--- config.mk ---
export PLATFORM = sky130hd
export DESIGN_NAME = dvp_pattern_tx
export DESIGN_NICKNAME = d
export VERILOG_FILES = /design/src/rtl/dvp_tx_pkg.sv /design/src/rtl/dvp_pixel_gen.sv /design/src/rtl/dvp_pattern_tx.sv
export SDC_FILE = /design/constraint.sdc
export NUM_CORES = 1
export LEC_CHECK = 0
export BUFFER_PORTS_ARGS = -buffer_cell sky130_fd_sc_hd__buf_2
export CAP_MARGIN = 15
export CORE_MARGIN = 5
export CORE_UTILIZATION = 30
export CTS_BUF_LIST = sky130_fd_sc_hd__clkbuf_2
export DETAILED_ROUTE_END_ITERATION = 10
export GPL_TIMING_DRIVEN = 0
export HOLD_SLACK_MARGIN = 0.08
export MAX_ROUTING_LAYER = met4
export PLACE_DENSITY = 0.46
export SYNTH_ARGS = -nofsm -noshare
export SYNTH_HDL_FRONTEND = slang
export SYNTH_HIERARCHICAL = 1
export SYNTH_SLANG_ARGS = --single-unit
export TNS_END_PERCENT = 10
--- constraint.sdc ---
create_clock -name i_clk -period 6 [get_ports i_clk]
set_input_delay 0.6 -clock i_clk [delete_from_list [all_inputs] [get_ports i_clk]]
set_output_delay 0.6 -clock i_clk [all_outputs]
set_load 0.03 [all_outputs]
--- src/rtl/dvp_tx_pkg.sv ---
// Shared types for the DVP test-pattern transmitter: FSM states, pattern codes
// and the colour-bar palette.
package dvp_tx_pkg;

  typedef enum logic [2:0] {
    ST_IDLE   = 3'd0,
    ST_VSYNC  = 3'd1,
    ST_VBP    = 3'd2,
    ST_ACTIVE = 3'd3,
    ST_VFP    = 3'd4
  } dvp_state_t;

  localparam logic [1:0] PAT_SOLID = 2'd0;
  localparam logic [1:0] PAT_BARS  = 2'd1;
  localparam logic [1:0] PAT_RAMP  = 2'd2;
  localparam logic [1:0] PAT_DIAG  = 2'd3;

  // RGB565 bars, left to right: white, yellow, cyan, green, magenta, red, blue, black
  function automatic logic [15:0] bar_color(input logic [2:0] idx);
    case (idx)
      3'd0:    bar_color = 16'hFFFF;
      3'd1:    bar_color = 16'hFFE0;
      3'd2:    bar_color = 16'h07FF;
      3'd3:    bar_color = 16'h07E0;
      3'd4:    bar_color = 16'hF81F;
      3'd5:    bar_color = 16'hF800;
      3'd6:    bar_color = 16'h001F;
      default: bar_color = 16'h0000;
    endcase
  endfunction

endpackage

--- src/rtl/dvp_pixel_gen.sv ---
// Combinational RGB565 pixel generator: pixel = f(pattern, x, y, solid colour).
module dvp_pixel_gen
  import dvp_tx_pkg::*;
#(
  parameter int H_ACTIVE = 640
) (
  input  logic [1:0]  pattern,
  input  logic [15:0] x,
  input  logic [15:0] y,
  input  logic [15:0] solid_color,
  output logic [15:0] pixel
);

  localparam int BAR_W = H_ACTIVE / 8;

  logic [2:0] bar_sel;

  always_comb begin
    bar_sel = 3'(x / 16'(BAR_W));
    case (pattern)
      PAT_SOLID: pixel = solid_color;
      PAT_BARS:  pixel = bar_color(bar_sel);
      PAT_RAMP:  pixel = x;
      default:   pixel = x + y;
    endcase
  end

endmodule

--- src/rtl/dvp_pattern_tx.sv ---
// OV7670-style DVP transmitter: vsync/href/byte stream of RGB565 test patterns,
// high byte first, generated in the pclk domain.
//
//   state     | meaning
//   ----------+-----------------------------------------------
//   ST_IDLE   | waiting for i_enable, all outputs low
//   ST_VSYNC  | vsync high for VSYNC_LINES lines
//   ST_VBP    | back porch, VBP_LINES lines of blanking
//   ST_ACTIVE | V_ACTIVE lines, href high over the active bytes
//   ST_VFP    | front porch, eof on its last cycle
module dvp_pattern_tx
  import dvp_tx_pkg::*;
#(
  parameter int H_ACTIVE    = 640,
  parameter int H_BLANK     = 144,
  parameter int V_ACTIVE    = 480,
  parameter int VSYNC_LINES = 3,
  parameter int VBP_LINES   = 17,
  parameter int VFP_LINES   = 10
) (
  input  logic        i_clk,
  input  logic        i_rst,
  input  logic        i_enable,
  input  logic [1:0]  i_pattern,
  input  logic [15:0] i_solid_color,
  output logic        o_vsync,
  output logic        o_href,
  output logic [7:0]  o_data,
  output logic        o_sof,
  output logic        o_eof,
  output logic        o_busy,
  output logic [15:0] o_frame_cnt
);

  localparam int LINE_BYTES = 2 * (H_ACTIVE + H_BLANK);
  localparam int HW         = $clog2(LINE_BYTES);

  dvp_state_t    state, nxt_state;
  logic [HW-1:0] hcnt, nxt_hcnt;
  logic [15:0]   vcnt, nxt_vcnt, state_lines;
  logic          start, href_n, eof_n;
  logic [1:0]    pat_q;
  logic [15:0]   color_q, pixel;

  // Outputs are registered from the next-cycle counters so they line up with state.
  always_comb begin
    nxt_state = state;
    nxt_hcnt  = hcnt;
    nxt_vcnt  = vcnt;
    start     = 1'b0;
    case (state)
      ST_VSYNC:  state_lines = 16'(VSYNC_LINES);
      ST_VBP:    state_lines = 16'(VBP_LINES);
      ST_ACTIVE: state_lines = 16'(V_ACTIVE);
      ST_VFP:    state_lines = 16'(VFP_LINES);
      default:   state_lines = 16'd1;
    endcase
    if (state == ST_IDLE) begin
      if (i_enable) begin
        nxt_state = ST_VSYNC;
        nxt_hcnt  = '0;
        nxt_vcnt  = '0;
        start     = 1'b1;
      end
    end else if (hcnt == HW'(LINE_BYTES - 1)) begin
      nxt_hcnt = '0;
      if (vcnt == state_lines - 16'd1) begin
        nxt_vcnt = '0;
        case (state)
          ST_VSYNC:  nxt_state = ST_VBP;
          ST_VBP:    nxt_state = ST_ACTIVE;
          ST_ACTIVE: nxt_state = ST_VFP;
          default: begin
            nxt_state = i_enable ? ST_VSYNC : ST_IDLE;
            start     = i_enable;
          end
        endcase
      end else begin
        nxt_vcnt = vcnt + 16'd1;
      end
    end else begin
      nxt_hcnt = hcnt + HW'(1);
    end
    href_n = (nxt_state == ST_ACTIVE) && (nxt_hcnt < HW'(2 * H_ACTIVE));
    eof_n  = (nxt_state == ST_VFP) && (nxt_hcnt == HW'(LINE_BYTES - 1)) &&
             (nxt_vcnt == 16'(VFP_LINES - 1));
  end

  dvp_pixel_gen #(.H_ACTIVE(H_ACTIVE)) u_pixel_gen (
    .pattern     (pat_q),
    .x           (16'(nxt_hcnt[HW-1:1])),
    .y           (nxt_vcnt),
    .solid_color (color_q),
    .pixel       (pixel)
  );

  always_ff @(posedge i_clk) begin
    if (i_rst) begin
      state       <= ST_IDLE;
      hcnt        <= '0;
      vcnt        <= '0;
      pat_q       <= '0;
      color_q     <= '0;
      o_vsync     <= 1'b0;
      o_href      <= 1'b0;
      o_data      <= 8'h00;
      o_sof       <= 1'b0;
      o_eof       <= 1'b0;
      o_busy      <= 1'b0;
      o_frame_cnt <= 16'd0;
    end else begin
      state <= nxt_state;
      hcnt  <= nxt_hcnt;
      vcnt  <= nxt_vcnt;
      if (start) begin
        pat_q   <= i_pattern;
        color_q <= i_solid_color;
      end
      o_vsync <= (nxt_state == ST_VSYNC);
      o_href  <= href_n;
      o_data  <= href_n ? (nxt_hcnt[0] ? pixel[7:0] : pixel[15:8]) : 8'h00;
      o_sof   <= start;
      o_eof   <= eof_n;
      o_busy  <= (nxt_state != ST_IDLE);
      if (eof_n) o_frame_cnt <= o_frame_cnt + 16'd1;
    end
  end

endmodule

Word level (Yosys, flattened, before mapping)
Cells that the tools add are included.
{"block": "word_totals", "output_inout_bits": 29, "ff_bits": 77, "in_bits": 21, "wordCells": 70}
{"block": "op_classes", "bitwise": 1, "n_reduce_logical": 9, "n_lt_le_gt_ge": 1, "div": 1, "eq_ne": 19, "mux": 22, "n_addsub": 5}
{"op": "$pmux W16 S7", "count": 1}
{"op": "$mux W16", "count": 4}
{"op": "$pmux W16 S3", "count": 1}
{"op": "$pmux W9 S4", "count": 1}
{"op": "$mux W11", "count": 3}
{"op": "$add A16 B1 Y16 const B", "count": 2}
{"op": "$eq A11 B11 Y1 const B", "count": 2}
{"op": "$add A10 B16 Y16", "count": 1}
{"op": "$div A10 B7 Y16 const B", "count": 1}
{"op": "$eq A16 B16 Y1", "count": 1}
{"op": "$eq A16 B4 Y1 const B", "count": 1}
{"op": "$sub A16 B1 Y16 const B", "count": 1}
{"op": "$eq A3 B2 Y1 const B", "count": 5}
{"op": "$eq A3 B3 Y1 const B", "count": 5}
{"op": "$mux W3", "count": 4}
{"op": "$add A11 B1 Y11 const B", "count": 1}
{"op": "$lt A11 B11 Y1 const B", "count": 1}
{"op": "$eq A3 B1 Y1 const B", "count": 3}
{"op": "$pmux W3 S3", "count": 1}
{"op": "$mux W8", "count": 1}
{"op": "$logic_not A3 Y1", "count": 2}
{"op": "$mux W1", "count": 6}
{"op": "$logic_and A1 B1 Y1", "count": 3}
{"op": "$reduce_bool A3 Y1", "count": 1}
{"op": "other kinds (6)", "count": 6}

Depth between registers and ports, before layout
Gate-level depths: netlist of the first run.
{"block": "logic_depth", "ltp_word": 11, "depth_mapped": 32, "ltp_nobuf": 29}

Cells and area by module
Netlist of the first run, hierarchy kept.
{"mod": "dvp_pattern_tx", "n_inst": 1, "area_per_inst_um2": 4409.2, "seq_area_each_um2": 1541.5, "cells_per_inst": 557}
{"mod": "dvp_pixel_gen", "n_inst": 1, "area_per_inst_um2": 2489.9, "seq_area_each_um2": 0.0, "cells_per_inst": 372}

Worst setup path before layout of the first run
OpenSTA, ideal clock, no wires.
{"block": "synth_timing", "kind": "reg-to-reg", "from": "reg state[2]", "to": "reg o_data[4]", "setup_ns": 0.066, "setup_slack_ns": 0.051, "arrival_ns": 5.883, "path_buffers": 3, "period_less_slack_ns": 5.949, "required_time_ns": 5.934, "stages_incl_launch_ff": 33, "cell_sequence": "dfxtp_1 > buf_1 > inv_1 > or3_1 > nand2_1 > ha_1 > inv_1 > nor3_1 > ha_1 > xnor2_1 > nor4_2 > nand2_1 > or4b_1 > buf_2 > buf_6 > nand2_1 > nor2_1 > o21ai_0 > o31ai_1 > ha_1 > nor2b_1 > o21ai_0 > a21boi_0 > o21ai_0 > a21boi_0 > o21ai_0 > a21oi_1 > o41ai_1 > xor2_1 > a211o_1 > o31ai_1 > mux2i_1 > nor2_1"}
{"block": "synth_via", "elab_cells_between_ends": 34, "cone_classes": "add/sub (2); div (1); order compare (1); eq/ne (12); mux (13); bitwise (1); reduce/logical (4)"}
{"element": "start, declared", "line_no": "dvp_pattern_tx.sv:38", "source": "dvp_state_t state, nxt_state;"}
{"element": "start signal, assigned", "line_no": "dvp_pattern_tx.sv:112", "source": "state <= nxt_state;"}
{"element": "$eq A3 B3 Y1, or another cell as far along", "line_no": "dvp_pattern_tx.sv:51", "source": "case (state)"}
{"element": "$pmux W9 S4", "line_no": "dvp_pattern_tx.sv:51"}
{"element": "$sub A16 B1 Y16", "line_no": "dvp_pattern_tx.sv:67", "source": "if (vcnt == state_lines - 16'd1) begin"}
{"element": "$eq A16 B16 Y1", "line_no": "dvp_pattern_tx.sv:67"}
{"element": "$mux W16", "line_no": "dvp_pattern_tx.sv:67"}
{"element": "$mux W16", "line_no": "dvp_pattern_tx.sv:65", "source": "end else if (hcnt == HW'(LINE_BYTES - 1)) begin"}
{"element": "$mux W16 *", "line_no": "dvp_pattern_tx.sv:58", "source": "if (state == ST_IDLE) begin"}
{"element": "via nxt_vcnt[2]", "line_no": "dvp_pattern_tx.sv:40", "source": "logic [15:0] vcnt, nxt_vcnt, state_lines;"}
{"element": "$add A10 B16 Y16 *", "line_no": "dvp_pixel_gen.sv:24", "source": "default: pixel = x + y;"}
{"element": "$pmux W16 S3 *", "line_no": "dvp_pixel_gen.sv:20", "source": "case (pattern)"}
{"element": "via pixel[12]", "line_no": "dvp_pattern_tx.sv:43", "source": "logic [15:0] color_q, pixel;"}
{"element": "$mux W8 *", "line_no": "dvp_pattern_tx.sv:121", "source": "o_data <= href_n ? (nxt_hcnt[0] ? pixel[7:0] : pixel[15:8]) : 8'h00;"}
{"element": "end signal, assigned", "line_no": "dvp_pattern_tx.sv:121"}
{"element": "end, declared", "line_no": "dvp_pattern_tx.sv:28", "source": "output logic [7:0] o_data,"}
The timed path passes the listed nets; every way through them passes the cells marked *.
A chain may end at the register's enable or synchronous reset.

Worst setup path in the final report of the first run
{"block": "layout_timing", "from": "reg state[0]", "to": "reg o_data[4]"}
Same word-level chain as after synthesis.

==> summary.md, run 1 <==
| Metric | Value |
|---|---|
| Max Fclk | roughly 170 MHz |
| Critical Path RT | between 6 and 7 ns |
| CTS Sinks | a little under 80 |
| Leakage power total | between 3 and 4 nW |
| Metal2 WL | 10700 microns |
| Mapped Cells | 929 |
| Max-slew violations | 0 |
| Initial antenna violation count | 1 |
| Die Ht | around 160 microns |
| Metal3 WL | 911 microns |
| Layout Skew | between 0.03 and 0.04 ns |
| First-pass GRT wire length | 37900 microns |
| RSZ-0062 raised after global routing | true |
| Final Cycle Share | 96.6% |
| Vias in the first global route | 6859 |
| Syn avg cell area | roughly 7.4 sq um |
| Routed met1 length | 11600 microns |
| Asr flop ratio synth | 0% |
| Crit path arrival time | roughly 6.3 ns |
| Yosys warns | 6 |
| Sw Pwr | 0.421 mW |
| Die span in x | 162 microns |
| CP max stage cell | or4b_4 |
| Row cnt | 55 |
| DR top layer | met4 |
| Internal | 0.748 mW |
| Register bit total from synthesis | 77 |
| Hold_buf cts | 0 |
| Layout area overhead | 17.6% |
| End of the worst register-to-register path | o_data[4]$_SDFF_PP0_ |
| Most used cell, CP | buf_4 |
| Total gr overflow | 0 |
| Synth area leader | dfxtp_1 |
| H-tree depth | 3 |
| Maxcap violations | 0 |
| Seq pwr share | a little under half |
| Avg WL per Cell | 17.8 microns |
| Mapped Area | a little under 0.007 sq mm |
| CTS buffer count | 9 |
| Critical path endpoint category | flop |
| R2R cell count | 35 |
| Layout Nets | 1082 |
| Share of cells above drive strength 1 | 19.2% |
| All-Layer GR Usage | between 10% and 20% |
| Area contributors post-synth | dfxtp_1, a21oi_1, nand2_1 |
| Final wirelength | roughly 24000 microns |
| CTS Buffer Depth | 2 |
| Hold Vio Cnt, Final | 0 |
| DR vias/cell | approximately 5.5 |
| Clock latency on the worst-skew pair | 0.59 ns |
| Post-synth EDFFs | 0 |
| Hold Path End | color_q[12]$_SDFFE_PP0P_ |
| R2R Setup Slk | 0.21 ns |
| Peak VDD IR | 0.0967 mV |
| Worst Hold Depth | 3 |
| Register area share after synthesis | between 20 and 25% |
| Core Region | 0.0226 sq mm |
| DPL Wire Length | 17900 microns |
| Critical path class | flop to flop |
| Slew headroom | roughly 38% |
| Fin crit period | 5.79 ns |
| Top-count cell post-synth | nand2_1 |
| CTS tree | yes |
| Worst-path clk slew | around 0.25 ns |
| Synth top area share | 22.3% |
| Comb power frac | between 20% and 30% |
| Final Cell Area | around 0.0081 sq mm |
| Post-synth top cells | nand2_1, nor2_1, dfxtp_1 |
| Post-synth top flop | dfxtp_1 |
| Drc violations | 0 |
| CP max stage delay | 0.54 ns |
| Root Driver | clkbuf_2 |
| DR vias | 7307 |
| Outcome | finished, final reports clean |
| DRT Pass-1 Iters | 5 |
| Switch share | 36.0% |
| Worst path buffer plus inverter count | 13 |
| GP Congestion | 0.875 |
| Slew @ Worst Pin | about 0.92 ns |
| HP Class | input pin to flop |
| Port-buffer cells | 49 |
| Initial detailed-routing violation count | 540 |
| Initial core utilization | a little under a third |
| Synth cell types | between 90 and 100 |
| Post-route ant nets | 0 |
| Clock share of power | 27.4% |
| Placed cell areas | approximately 0.0076 sq mm |
| Min Hold Slack | 0.210 ns |
| Reg2reg start | state[0]$_SDFF_PP0_ |
| Endpoints failing setup | 0 |
| Power per cell area | 144 mW/mm^2 |
| Crit Path Max Fanout | 10 |
| Die area | 0.0261 sq mm |
| Worst Hold Launch | i_solid_color[12] |
| IO Pins | 50 |
| Largest net degree at the start of global routing | 15 |
| Crit path max-delay family | simple AND/OR/NAND/NOR gates |
| CP Launch Type | flop |
## worst reg2reg max path: cells and delay by family, from the launching register on
family                     cells  cell delay, ns
muxes                          1            0.10
xor gates and xnor gates       1            0.16
buffers and inverters         13            1.60
AOI/OAI and AO/OA              5            0.75
and+or+nand+nor               12            2.03
DFF                            1            0.40
adders and majority gates      3            0.73
## what timing repair did
item                       CTS  global route
gates resized for setup     35            19
hold endpoints to repair     0             0
pin swaps                   13            20
setup endpoints to repair    8             8
buffers inserted            23            10
## per-stage QoR
stage | std cells | worst slack [ns] | utilization [%] | setup TNS, ns | power, mW
2_1_floorplan | 947 | 0.0509 | - | 0 | 0.766
3_3_place_gp | 1281 | -1.16 | 33.4 | -5.95 | 0.827
3_5_place_dp | 1281 | -1.13 | 33.4 | -5.98 | 0.827
4_1_cts | 1320 | 0.0118 | 35.2 | 0 | 1.16
5_1_grt | 1330 | -0.0694 | 35.8 | -0.217 | 1.23
6_report | 1330 | 0.206 | 35.8 | 0 | 1.17
## cell type report
type / count / area (sq um)
flip-flops and latches: 77 / 1550
clock inverters: 6 / 71.3
clock buffers: 10 / 50.0
repair buffers: 82 / 493
diodes: 1 / 2.50
multi-input cells: 767 / 5100
well taps: 285 / 357
inverters: 39 / 146
plain buffers: 63 / 348
fillers: 2493 / 14500
## registers in the layout, summed over array words and instances, names as in the netlist
| register | count |
|---|---|
| color_q | 16 |
| o_frame_cnt | 16 |
| vcnt | 16 |
| hcnt | 11 |
| o_data | 8 |
| state | 3 |
| pat_q | 2 |
| o_busy | 1 |
| o_eof | 1 |
| o_href | 1 |
| o_sof | 1 |
| o_vsync | 1 |
## power by group through the flow
stage               Clock (mW)  Combinational (mW)  Sequential (mW)
floorplan                    0               0.224            0.542
global placement             0               0.286            0.541
detailed placement           0               0.285            0.541
CTS                      0.336               0.292            0.531
global route             0.349               0.346            0.533
finish                   0.321               0.317            0.531
## per-layer routing
layer  vias up  GRT usage, %
met3        29          1.99
met5         -             -
met1      3449          25.6
li1       3648             -
met4         0          4.84
met2       181          28.2
## worst max-delay path by stage
stage,startpoint,endpoint,cells past startpoint
after floorplan,state[2]$_SDFF_PP0_,o_data[4]$_SDFF_PP0_,32
after global placement,state[2]$_SDFF_PP0_,o_data[6]$_SDFF_PP0_,32
after detailed placement,state[2]$_SDFF_PP0_,o_data[6]$_SDFF_PP0_,32
after CTS,state[1]$_SDFF_PP0_,o_data[4]$_SDFF_PP0_,32
after global routing,state[2]$_SDFF_PP0_,o_data[4]$_SDFF_PP0_,36
final,state[0]$_SDFF_PP0_,o_data[4]$_SDFF_PP0_,35
## cell families (layout without fill, tap and decap cells)
family / count (synthesis) / count (layout) / share of synthesized area (%)
xor+xnor: 30 / 30 / 3.81
other cells: 1 / 20 / 0.0544
simple gates: 397 / 397 / 30.7
compound gates: 269 / 269 / 27.6
fa+ha+maj: 22 / 22 / 4.10
buf+inv: 103 / 200 / 6.80
flops: 77 / 77 / 22.3
mux: 30 / 30 / 4.61
## layout by cell type (no fill, tap or decap), types with 11 or more instances in the layout
cell type,Yosys,routed
a21oi_1,76,73
conb_1,1,19
nand2b_1,11,11
dfxtp_1,77,74
buf_2,15,63
nor2_1,81,78
and3_1,18,18
xnor2_1,20,19
nor3_1,26,24
nor2b_1,29,29
or4_1,14,14
nand4_1,13,13
nand2_1,95,93
o31ai_1,13,12
ha_1,21,19
o21ai_0,44,39
o211ai_1,13,13
nand3_1,34,34
clkbuf_1,36,34
mux2i_1,21,21
a31oi_1,14,14
inv_1,35,34
buf_4,3,36
Note: power is estimated with default switching activity, not from simulation.
==> inputs of run 2 (changes only) <==
PLACE_DENSITY = 0.44   (was 0.46)
clock period = 6.55 ns   (was 6 ns; I/O delays follow)
==> run 2 against run 1 <==
Compared with the run above:
- clock power decreased by 6.9%
- die area did not move
- global-route usage increased by 0.14 points
- maximum frequency down 6.1%
- sequential cell count stayed put
- via count is 2.7% lower
- combinational power fell by 9.8%
- critical path type unchanged
- largest power group unchanged
- highest routed layer unchanged
==> summary.md, run 2 (synthesis gave the netlist of run 1 again) <==
| Metric | Value |
|---|---|
| Outcome | finished, final reports clean |
| Largest net degree at the start of global routing | 15 (unchanged) |
| Die span in x | 162 microns (unchanged) |
| Max Fclk | 162 MHz (-6.1%) |
| Layout Nets | 1057 (-2.3%) |
| GP Congestion | 0.885 (+1.1%) |
| Share of cells above drive strength 1 | 15.6% (-3.6 points) |
| CTS tree | yes |
| DRT Pass-1 Iters | 6 (+1) |
| Critical path class | flop to flop |
| Max-slew violations | 0 (unchanged) |
| Crit path from | state[2]$_SDFF_PP0_ |
| Clock latency on the worst-skew pair | 0.58 ns (about the same) |
| Port-buffer cells | 49 (unchanged) |
| Critical path endpoint category | flop |
| Critical Path RT | 7.07 ns (+0.54 ns) |
| CP Launch Type | flop |
| Initial core utilization | 30.5% (unchanged) |
| Regs by FF count | color_q: 16 flops, o_frame_cnt: 16 flops, vcnt: 16 flops |
| Drc violations | 0 (unchanged) |
| Vias in the first global route | 6779 (-1.2%) |
| Hold Vio Cnt, Final | 0 (unchanged) |
| CTS Buffer Depth | 2 (unchanged) |
| Slew @ Worst Pin | 0.922 ns (+0.00332 ns) |
| Slew headroom | 38.4% (+0.83 points) |
| Post-route ant nets | 0 (unchanged) |
| IO Pins | 50 (unchanged) |
| Crit path arrival time | 6.70 ns (+0.37 ns) |
| Initial detailed-routing violation count | 523 (-3.1%) |
| H-tree depth | 3 (unchanged) |
| R2R Setup Slk | 0.38 ns (+0.17 ns) |
| CTS buffer count | 9 (unchanged) |
| DR vias | 7110 (-2.7%) |
| Worst-path clk slew | 0.25 ns (about the same) |
| Hold_buf cts | 0 (unchanged) |
| Die Ht | 162 microns (unchanged) |
| Die area | 0.0261 sq mm (unchanged) |
| CP max stage cell | or4b_1 |
| Root Driver | clkbuf_2 |
| Core Region | 0.0226 sq mm (unchanged) |
| FILL cells | 2483 (-0.40%) |
| Final wirelength | 23900 microns (+0.96%) |
| Most frequent cells in the layout | nand2_1, nor2_1, a21oi_1, dfxtp_1, buf_2 |
| HP Class | input pin to flop |
| Avg WL per Cell | 18.3 microns (+2.9%) |
| Crit Path Max Fanout | 10 (unchanged) |
| Commonest non-fill, non-tap cell in the layout | nand2_1 |
| Min Hold Slack | 0.272 ns (+0.0618 ns) |
| Endpoints failing setup | 0 (unchanged) |
| Worst Hold Launch | i_solid_color[8] |
| DR vias/cell | 5.45 (-0.83%) |
| Row cnt | 55 (unchanged) |
| Total gr overflow | 0 (unchanged) |
| Peak VDD IR | 0.0919 mV (-4.9%) |
| Layout area overhead | 13.1% |
| DPL Wire Length | 18300 microns (+2.5%) |
| All-Layer GR Usage | 18.5% (+0.14 points) |
| CTS Sinks | 77 (unchanged) |
| First-pass GRT wire length | 38100 microns (+0.55%) |
| Initial antenna violation count | 1 (unchanged) |
| Layout Skew | 0.0242 ns (-0.00627 ns) |
| Power per cell area | 137 mW/mm^2 (-4.6%) |
| Final design utilization | 34.5% (-1.4 points) |
| CP max stage delay | 0.51 ns (-0.03 ns) |
| Reg2reg start | state[2]$_SDFF_PP0_ |
| Fin crit period | 6.17 ns (+0.380 ns) |
| Maxcap violations | 0 (unchanged) |
| Final Cycle Share | 94.3% (-2.3 points) |
| Leakage power total | 3.02 nW (-5.0%) |
-- run 2: report_power, final --
part | leakage, nW | internal [mW] | switching, mW
clock network | 0.0652 | 0.0918 | 0.207
logic | 2.33 | 0.109 | 0.177
registers | 0.625 | 0.480 | 0.00741
-- run 2: metrics by stage --
stage                     power, mW  cells  instance area (sq um)  setup TNS [ns]  worst slack [ns]
after detailed placement      0.760   1281                   7570           -2.13            -0.666
after global placement        0.760   1281                   7570           -1.94            -0.661
after CTS                      1.06   1300                   7740         -0.0136           -0.0136
after global routing           1.13   1305                   7800          -0.196           -0.0557
final                          1.07   1305                   7800               0             0.376
after floorplan               0.702    947                   6970               0             0.601
-- run 2: layout make-up --
cell class / instances / area, sq um / share of cell area (%)
Clock buffer: 10 / 50.0 / 0.641
Multi-Input combinational cell: 767 / 5000 / 64.1
Antenna cell: 1 / 2.50 / 0.0321
Timing Repair Buffer: 56 / 298 / 3.82
Sequential cell: 77 / 1550 / 19.8
Buffer: 64 / 332 / 4.25
Tap cell: 285 / 357 / 4.57
Clock inverter: 6 / 70.1 / 0.898
Inverter: 39 / 146 / 1.88
-- run 2: per-layer routing --
layer	global-route usage, %	vias up	routed length (microns)
met5	-	-	0
met4	4.08	0	327
met3	2.04	18	656
met2	28.4	127	10700
met1	26.2	3381	12200
li1	-	3584	-
-- run 2: final timing paths --
kind	end	depth (start not counted)
setup / recovery	o_data[4]$_SDFF_PP0_	33
hold / removal	color_q[8]$_SDFFE_PP0P_	3
setup reg to reg	o_data[4]$_SDFF_PP0_	33
hold reg to reg	color_q[11]$_SDFFE_PP0P_	2
-- run 2: timing repair --
| action | in CTS | in global routing |
|---|---|---|
| pin swaps | 2 | 5 |
| setup endpoints to repair | 8 | 8 |
| gates resized for setup | 14 | 13 |
| setup buffers | 3 | 4 |
-- run 2: critical path: cells and delay by family (launching register included) --
family	cells	cell delay (ns)
AND/OR/NAND/NOR	10	2.02
AO/OA/AOI/OAI	11	1.84
multiplexers	1	0.12
adder cells (fa/ha/maj)	3	0.73
XOR/XNOR	2	0.20
flip-flops	1	0.38
buffers and inverters	6	0.83
==> inputs of run 3 (changes only) <==
ABC_AREA = 1   (was not set)
PLACE_DENSITY = 0.45   (was 0.44)
==> run 3 against run 2 <==
Compared with the run above:
- final cell count rose by 11%
- cell area fell by 6.9%
- count of clock-buffer cells in the layout fell by 1
- die area fell by 5.4%
- worst hold slack improved by 0.0034 ns
- total power rose by 5.6%
- sequential share of layout area rose by 1.4 points
- combinational power rose by 43%
- synthesized cell count rose by 16%
- critical path type unchanged
==> summary.md, run 3 <==
| Metric | Value |
|---|---|
| Outcome | finished, final reports clean |
| Most frequent cells in the layout | nand2_1, nor2_1, inv_1 |
| Root Driver | clkbuf_2 |
| DPL Wire Length | 16900 microns (-7.6%) |
| RSZ-0062 raised after global routing | false |
| Final Cycle Share | 87.6% (-6.6 points) |
| Critical path endpoint category | flop |
| Vias in the first global route | 6559 (-3.2%) |
| Regs by FF count | color_q: 16 flops, o_frame_cnt: 16 flops, vcnt: 16 flops |
| Top-count cell post-synth | nand2_1 |
| Slew @ Worst Pin | 0.987 ns (+0.0657 ns) |
| Yosys warns | 6 (unchanged) |
| Avg WL per Cell | 14.5 microns (-21%) |
| Layout Skew | 0.0406 ns (+0.0164 ns) |
| CTS buffer count | 9 (unchanged) |
| Setup ws final | 0.809 ns (+0.433 ns) |
| Crit path from | state[0]$_SDFF_PP0_ |
| Setup TNS | 0 ns (unchanged) |
| CP max stage delay | 0.46 ns (-0.05 ns) |
| Power per cell area | 156 mW/mm^2 (+13%) |
| Initial antenna violation count | 1 (unchanged) |
| Synth cell types | 51 (-48%) |
| Placed cell areas | 0.00718 sq mm (-5.2%) |
| Die area | 0.0247 sq mm (-5.4%) |
| Worst-path clk slew | 0.25 ns (about the same) |
| Worst Hold Launch | i_solid_color[14] |
| Post-synth top flop | dfxtp_1 |
| Commonest non-fill, non-tap cell in the layout | nand2_1 |
| GP Congestion | 0.914 (+3.3%) |
| HP Class | input pin to flop |
| Register bit total from synthesis | 77 (unchanged) |
| Mapped Cells | 1080 (+16%) |
| Final wirelength | 20900 microns (-13%) |
| Row cnt | 53 (-3.6%) |
| Initial detailed-routing violation count | 378 (-28%) |
| Hold Vio Cnt, Final | 0 (unchanged) |
| Max Fclk | 174 MHz (+7.5%) |
| Endpoints failing setup | 0 (unchanged) |
| DR vias | 6773 (-4.7%) |
| Critical Path RT | 7.05 ns (-0.02 ns) |
| Most used cell, CP | nand2_1 |
| Port-buffer cells | 49 (unchanged) |
| Syn avg cell area | 6.02 sq um (-19%) |
| Hold_buf cts | 0 (unchanged) |
| Post-route ant nets | 0 (unchanged) |
| DR vias/cell | 4.69 (-14%) |
| Post-synth top cells | nand2_1, nor2_1, inv_1 |
| DRT Pass-1 Iters | 6 (unchanged) |
| Synth top area share | 23.7% (+1.4 points) |
| CTS tree | yes |
| Initial core utilization | 30.7% (+0.25 points) |
| Maxcap violations | 0 (unchanged) |
| Crit Path Max Fanout | 10 (unchanged) |
| Layout area overhead | 11.8% |
| H-tree depth | 3 (unchanged) |
| R2R Setup Slk | 0.81 ns (+0.43 ns) |
| Post-synth EDFFs | 0 (unchanged) |
| Fin crit period | 5.74 ns (-0.433 ns) |
| Synth area leader | dfxtp_1 |
| Total gr overflow | 0 (unchanged) |
| Final Cell Area | 0.00726 sq mm (-6.9%) |
| Max-slew violations | 0 (unchanged) |
| Reg2reg start | state[0]$_SDFF_PP0_ |
| Asr flop ratio synth | 0% (unchanged) |
| Mapped Area | 0.00650 sq mm (-5.8%) |
| Core Region | 0.0212 sq mm (-6.6%) |
| Leakage power total | 3.55 nW (+17%) |
| Total power | 1.13 mW (+5.6%) |
| CTS Buffer Depth | 2 (unchanged) |
| Register area share after synthesis | 23.7% (+1.4 points) |
| Largest net degree at the start of global routing | 14 (-1) |
| Critical path class | flop to flop |
| CTS Sinks | 77 (unchanged) |
| Crit path arrival time | 6.24 ns (-0.46 ns) |
| Final design utilization | 34.3% (-0.14 points) |
| Slew headroom | 33.5% (-4.9 points) |
| CP Launch Type | flop |
| Peak VDD IR | 0.0796 mV (-13%) |
| Drc violations | 0 (unchanged) |
| CP max stage cell | dfxtp_1 |
| Layout Nets | 1207 (+14%) |
| Die span in x | 157 microns (-2.8%) |
| Clock latency on the worst-skew pair | 0.58 ns (about the same) |
| All-Layer GR Usage | 17.8% (-0.68 points) |
| First-pass GRT wire length | 34000 microns (-11%) |
| Pre-CTS WS | 0.789 ns (+1.45 ns) |
| Area contributors post-synth | dfxtp_1, nand2_1, nor2_1 |
| Share of cells above drive strength 1 | 14.2% (-1.4 points) |
| IO Pins | 50 (unchanged) |
| Die Ht | 157 microns (-2.8%) |
[run 3: cell types whose count changed in the layout (fill, tap and decap cells not counted), moves of 14 or more]
| cell | before | now |
|---|---|---|
| nand3_1 | 34 | 99 |
| nand3_2 | 2 | 17 |
| nor2_1 | 81 | 172 |
| a21oi_1 | 74 | 49 |
| and3_1 | 18 | 1 |
| clkbuf_1 | 34 | 10 |
| mux2i_1 | 21 | 0 |
| nor2b_1 | 29 | 0 |
| nand2_2 | 0 | 29 |
| xnor2_1 | 20 | 6 |
| inv_1 | 35 | 135 |
| or4_1 | 14 | 0 |
| nand2_1 | 94 | 268 |
[run 3: kinds of logic after synthesis]
logic type               share of synthesized area, %
other                                          0.0577
multiplexers                                    0.212
AO/OA/AOI/OAI                                    12.5
adder cells (fa/ha/maj)                          4.35
XOR/XNOR                                         3.91
buffers and inverters                            10.7
AND/OR/NAND/NOR                                  44.5
flip-flops                                       23.7
[run 3: layout make-up]
type	instances	area, sq um
multi-input cells	854	4350
inverters	151	567
clock buffers	9	45.0
fillers	2429	13900
plain buffers	22	130
diodes	1	2.50
clock inverters	6	36.3
flip-flops and latches	77	1540
well taps	275	344
repair buffers	49	245
[run 3: path summary, 6_finish.rpt]
path,end,cells after the start
setup / recovery,o_data[7]$_SDFF_PP0_,41
hold / removal,color_q[14]$_SDFFE_PP0P_,3
setup reg to reg,o_data[7]$_SDFF_PP0_,41
hold reg to reg,o_frame_cnt[15]$_SDFFE_PP0P_,2
[run 3: through the flow]
stage / instances / hold WS, ns
after floorplan: 1104 / 0.478
after global placement: 1428 / 0.480
after detailed placement: 1428 / 0.484
after CTS: 1443 / 0.188
after global routing: 1444 / 0.182
final: 1444 / 0.275
[run 3: power breakdown]
part | internal (mW) | switching, mW
combinational | 0.134 | 0.276
sequential | 0.483 | 0.00902
clock | 0.0477 | 0.183
[run 3: repair_timing]
item,4_1_cts,5_1_grt
setup buffers,0,0
gates resized for setup,0,1
endpoints found under the setup margin,0,1
hold endpoints to repair,0,0
[run 3: critical path, delay by kind of cell (launching register included)]
| kind | cells | cell delay, ns |
|---|---|---|
| flip-flops | 1 | 0.46 |
| XOR/XNOR | 1 | 0.15 |
| adder cells (fa/ha/maj) | 3 | 0.81 |
| AND/OR/NAND/NOR | 20 | 2.02 |
| buffers and inverters | 5 | 0.47 |
| AO/OA/AOI/OAI | 12 | 1.77 |
[run 3: routing by layer]
layer | up-vias | GRT usage [%] | share of wire [%]
met4 | 0 | 5.12 | 2.6
met1 | 3004 | 23.8 | 50
li1 | 3599 | - | -
met5 | - | - | 0
met3 | 28 | 2.39 | 3.2
met2 | 142 | 28.1 | 44
